$ cat src/rtl/pb_port_master.sv
// Port I/O bus initiator: turns valid/ready read/write commands into
// port_id/out_port/strobe cycles and returns read data; also latches interrupt edges.
module pb_port_master #(
    parameter int unsigned READ_LATENCY  = 1,
    parameter logic [7:0]  PORT_ID_RESET = 8'h00
) (
    input  logic       clk,
    input  logic       reset,
    input  logic       cmd_valid,
    output logic       cmd_ready,
    input  logic       cmd_write,
    input  logic [7:0] cmd_addr,
    input  logic [7:0] cmd_wdata,
    output logic       rsp_valid,
    input  logic       rsp_ready,
    output logic [7:0] rsp_rdata,
    output logic [7:0] port_id,
    output logic [7:0] out_port,
    output logic       write_strobe,
    output logic       read_strobe,
    input  logic [7:0] in_port,
    input  logic       interrupt,
    input  logic       irq_clear,
    output logic       irq_pending,
    output logic       busy
);

    localparam int unsigned CNT_W  = 4;
    localparam int unsigned DATA_W = 8;
    localparam logic [CNT_W-1:0] WAIT_LAST =
        (READ_LATENCY > 1) ? CNT_W'(READ_LATENCY - 2) : '0;

    if (READ_LATENCY == 0 || READ_LATENCY > 15) begin : g_bad_latency
        $error("pb_port_master: READ_LATENCY must be in 1..15");
    end

    typedef enum logic [2:0] {
        S_IDLE,
        S_SETUP,
        S_STROBE,
        S_WAIT,
        S_RESP
    } state_t;

    state_t              state, state_nxt;
    logic                is_write, is_write_nxt;
    logic [CNT_W-1:0]    wait_cnt, wait_cnt_nxt;
    logic                irq_prev;
    logic [DATA_W-1:0]   port_id_nxt, out_port_nxt, rsp_rdata_nxt;
    logic                wstb_nxt, rstb_nxt, rsp_valid_nxt, irq_pending_nxt;

    assign cmd_ready = (state == S_IDLE);
    assign busy      = (state != S_IDLE);

    // State and registered bus/response outputs
    always_ff @(posedge clk or negedge reset) begin
        if (!reset) begin
            state        <= S_IDLE;
            is_write     <= 1'b0;
            wait_cnt     <= '0;
            irq_prev     <= 1'b0;
            port_id      <= PORT_ID_RESET;
            out_port     <= '0;
            write_strobe <= 1'b0;
            read_strobe  <= 1'b0;
            rsp_valid    <= 1'b0;
            rsp_rdata    <= '0;
            irq_pending  <= 1'b0;
        end else begin
            state        <= state_nxt;
            is_write     <= is_write_nxt;
            wait_cnt     <= wait_cnt_nxt;
            irq_prev     <= interrupt;
            port_id      <= port_id_nxt;
            out_port     <= out_port_nxt;
            write_strobe <= wstb_nxt;
            read_strobe  <= rstb_nxt;
            rsp_valid    <= rsp_valid_nxt;
            rsp_rdata    <= rsp_rdata_nxt;
            irq_pending  <= irq_pending_nxt;
        end
    end

    // Next-state and next-output decode
    always_comb begin
        state_nxt       = state;
        is_write_nxt    = is_write;
        wait_cnt_nxt    = wait_cnt;
        port_id_nxt     = port_id;
        out_port_nxt    = out_port;
        wstb_nxt        = 1'b0;
        rstb_nxt        = 1'b0;
        rsp_valid_nxt   = rsp_valid;
        rsp_rdata_nxt   = rsp_rdata;
        // A new edge wins over a same-cycle clear
        irq_pending_nxt = (interrupt & ~irq_prev) | (irq_pending & ~irq_clear);

        case (state)
            S_IDLE: begin
                if (cmd_valid) begin
                    is_write_nxt = cmd_write;
                    port_id_nxt  = cmd_addr;
                    out_port_nxt = cmd_write ? cmd_wdata : '0;
                    state_nxt    = S_SETUP;
                end
            end
            S_SETUP: begin
                wstb_nxt  = is_write;
                rstb_nxt  = ~is_write;
                state_nxt = S_STROBE;
            end
            S_STROBE: begin
                if (is_write) begin
                    rsp_rdata_nxt = '0;
                    rsp_valid_nxt = 1'b1;
                    state_nxt     = S_RESP;
                end else if (READ_LATENCY == 1) begin
                    rsp_rdata_nxt = in_port;
                    rsp_valid_nxt = 1'b1;
                    state_nxt     = S_RESP;
                end else begin
                    wait_cnt_nxt = '0;
                    state_nxt    = S_WAIT;
                end
            end
            S_WAIT: begin
                if (wait_cnt == WAIT_LAST) begin
                    rsp_rdata_nxt = in_port;
                    rsp_valid_nxt = 1'b1;
                    state_nxt     = S_RESP;
                end else begin
                    wait_cnt_nxt = wait_cnt + CNT_W'(1);
                end
            end
            S_RESP: begin
                if (rsp_ready) begin
                    rsp_valid_nxt = 1'b0;
                    state_nxt     = S_IDLE;
                end
            end
            default: state_nxt = S_IDLE;
        endcase
    end

endmodule

$ cat config.mk
export PLATFORM = sky130hd
export DESIGN_NAME = pb_port_master
export DESIGN_NICKNAME = d
export VERILOG_FILES = /design/src/rtl/pb_port_master.sv
export SDC_FILE = /design/constraint.sdc
export NUM_CORES = 1
export LEC_CHECK = 0
export BUFFER_PORTS_ARGS = -buffer_cell sky130_fd_sc_hd__buf_4
export CAP_MARGIN = 30
export CORE_MARGIN = 2
export CORE_UTILIZATION = 25
export DETAILED_ROUTE_END_ITERATION = 6
export PLACE_DENSITY = 0.57
export SLEW_MARGIN = 10
export SYNTH_ARGS = -nofsm -noshare
export SYNTH_HDL_FRONTEND = slang
export SYNTH_SLANG_ARGS = --single-unit
$ cat constraint.sdc
create_clock -name clk -period 2.2 [get_ports clk]
set_input_delay 0.66 -clock clk [delete_from_list [all_inputs] [get_ports clk]]
set_output_delay 0.66 -clock clk [all_outputs]
set_load 0.005 [all_outputs]
==> impl_metrics.tcl <==
set metrics [dict create \
    status "complete, no violations" \
    rows 28 \
    grt_overflow 0 \
    yosysTopAreaCell "dfrtp_1" \
    diodes 0 \
    maxCapViolCount 0 \
    pre_cts_slack_ns 0.3492 \
    numCtsBuffers 5 \
    cts.sinks 37 \
    rsz0062_at_grt "false" \
    path_clk_slew_ns 0.08 \
    crit_chain "or3_1 -> inv_1 -> buf_4" \
    synth_common_cells "dfrtp_1 (37), nand2_1 (20), o21ai_0 (9)" \
    syn-cell-area_mm2 0.001501 \
    critical_path_class "flop to primary output" \
    synthTopCellsByArea "dfrtp_1 (62%), mux2_2 (6.0%), a32o_1 (5.3%)" \
    use_met3_pct 3.626 \
    multiInputGateArea_um2 504.2 \
    design.die.area_mm2 0.006641 \
    post_cts_resized 0 \
    setup_viol 0 \
    synth.top_cell.area_share_pct 61.67 \
    cts_buffer_depth 2 \
    cts_root_buf "clkbuf_8" \
    place_congestion 0.7376 \
    drtAntennaViolNets 0 \
    p_leak_nw 1.068 \
    p_total_w 0.002720 \
    busiest_layer "met2" \
    fin_tns_setup_ns 0 \
    min_period_ns 1.931 \
    dp_hpwl_um 2205 \
    core_mm2 0.005851 \
    r2r_cells 5 \
    io_pins 61 \
    drt_first_pass_iters 3 \
    portBuffers 60 \
    synth-seq-area-share_pct 61.67 \
    cts_tree "built" \
    grt_pass1_vias 1106 \
    slew_headroom_pct 68.07 \
    grt_max_degree 38 \
    muxShareOfSynthArea_pct 10.50 \
    peakVddDrop_mv 0.4472 \
    nFillCells 587 \
    fp.dieW_um 81.50 \
    cp-start-kind "flop" \
    holdWs_ns 0.3342 \
    htreeDepth 2 \
    post-cts-setup-buffer-count 0 \
    drt_iter0_markers 44 \
    path_max_fanout 6 \
    syn_area_per_cell_um2 12.51 \
    placedCellCount 251 \
    synth_cells 120 \
    synth_compound_area_share_pct 10.33 \
    synth_edf_count 0 \
    synthAdderAreaFrac_pct 1.667 \
    synth_top_family_by_area "multiplexers" \
    final-seq-area_um2 925.9 \
    finClkSkew_ns 0.007666 \
    end_kind "primary output" \
    syn_nets 153 \
    postLayoutSetupSlackWorst_ns 0.2694 \
    yosys.area_share.xor_xnor_pct 1.167 \
    yosys_warnings 0 \
    grt_pass1_wl_um 4995 \
    drc_errors 0 \
    fin_cells 259 \
    required_ns 1.54 \
    track_usage_pct 10.10 \
    postCtsHoldBufs 0 \
    vias 1110 \
    insertion_delay_ns 0.28 \
    antenna_found_initial 0 \
    synth_ff_type "dfrtp_1" \
    critical-path-slowest-cell "dfrtp_1" \
    cp.arrival_ns 1.27 \
    tightest_slew_ns 0.4790 \
    synthArstFlopShare_pct 100.0 \
    die_h_um 81.50 \
    r2r-end "wait_cnt[1]" \
    slowest_delay_ns 0.43 \
    start_util_pct 25.66 \
    drive_gt1_share_pct 45.65 \
    totalWireLength_um 3112 \
    viasPerCell 4.286 \
    power.density_mw_per_mm2 1271 \
    finalMaxSlewViolations 0 \
    rr_startpoint "wait_cnt[0]" \
    use_met1_pct 11.35 \
    synth_cell_types 26 \
    fin_crit_sh_pct 87.75 \
    synth.most_common_cell "dfrtp_1" \
    grt_use_met2_pct 17.62 \
    synthToLayoutAreaGrowth_pct 42.50 \
    min_path_type "input pin to async pin" \
    timing.fmax_mhz 518.0 \
    wl_per_cell_um 12.02 \
    ys_ff_latch 37 \
    r2r_setup_slack_ns 0.39 \
    synth-simple-area-share_pct 9.917 \
    final_hold_viol_count 0 \
    layout.nets 216 \
]
## critical path: cells and delay by family (launching register included)
family	cells	cell delay [ns]
simple gates	1	0.40
flops	1	0.43
buf+inv	2	0.16
## registers in the layout, summed over array words and instances, names as in the netlist
signal,flops
irq_pending,1
irq_prev,1
is_write,1
out_port,8
port_id,8
read_strobe,1
rsp_rdata,8
rsp_valid,1
state,3
wait_cnt,4
write_strobe,1
## cell families (layout without fill, tap and decap cells)
logic type / after synthesis / after routing
multiplexers: 12 / 12
AO/OA/AOI/OAI: 21 / 21
flip-flops: 37 / 37
XOR/XNOR: 2 / 2
buffers and inverters: 14 / 78
adder cells (fa/ha/maj): 2 / 2
AND/OR/NAND/NOR: 32 / 32
## power breakdown
| part | switching (W) | total (W) | internal, W | leakage (nW) |
|---|---|---|---|---|
| clock | 0.000233 | 0.000602 | 0.000370 | 0.0585 |
| sequential | 0.000158 | 0.00109 | 0.000937 | 0.470 |
| combinational | 0.000407 | 0.00102 | 0.000615 | 0.540 |
| total | 0.000798 | 0.00272 | 0.00192 | 1.07 |
## cells in the final DEF, fill, tap and decap left out
cell,instances
dfrtp_1,37
ha_1,2
mux2_4,3
o41ai_1,1
or3b_2,1
a32o_1,8
nand3_1,3
inv_1,7
a21bo_2,1
and3_1,2
nand3b_1,1
nor2_1,2
or3_1,1
a21oi_1,1
xnor2_1,2
buf_4,63
o22ai_1,1
or4b_1,1
clkbuf_8,6
nor2b_1,1
o21ai_0,9
mux2i_4,1
clkbuf_1,1
bufinv_16,1
mux2_2,8
nand2_1,20
## final cells by class
class                   instances  share of cell area [%]
flip-flops and latches         37                   43.27
multi-input cells              69                   23.57
repair buffers                 63                   22.11
well taps                      75                   4.386
clock buffers                   7                   4.035
clock inverters                 1                   1.404
inverters                       7                   1.228
## through the flow
step                      utilization [%]  instance area, µm²
after CTS                           36.57                2140
final                               36.57                2140
after global placement              34.58                2023
after global routing                36.57                2140
after floorplan                         -                1501
after detailed placement            34.58                2023
## worst max-delay path by stage
stage | endpoint | cells past startpoint | startpoint | slack [ns]
floorplan | is_write | 4 | cmd_valid | 0.42
global placement | port_id[7] | 4 | cmd_valid | 0.36
finish | cmd_ready | 3 | state[1] | 0.27
CTS | cmd_ready | 3 | state[1] | 0.25
global route | cmd_ready | 3 | state[1] | 0.19
detailed placement | port_id[6] | 4 | cmd_valid | 0.35
## per-layer routing
metal  vias to the layer above  wire length (µm)  share of wire, %
li1                        540                 -                 -
met1                       533              1282                41
met2                        34              1575                51
met3                         3               220               7.1
met4                         0                33               1.1
met5                         -                 0                 0
Note: power is estimated with default switching activity, not from simulation.
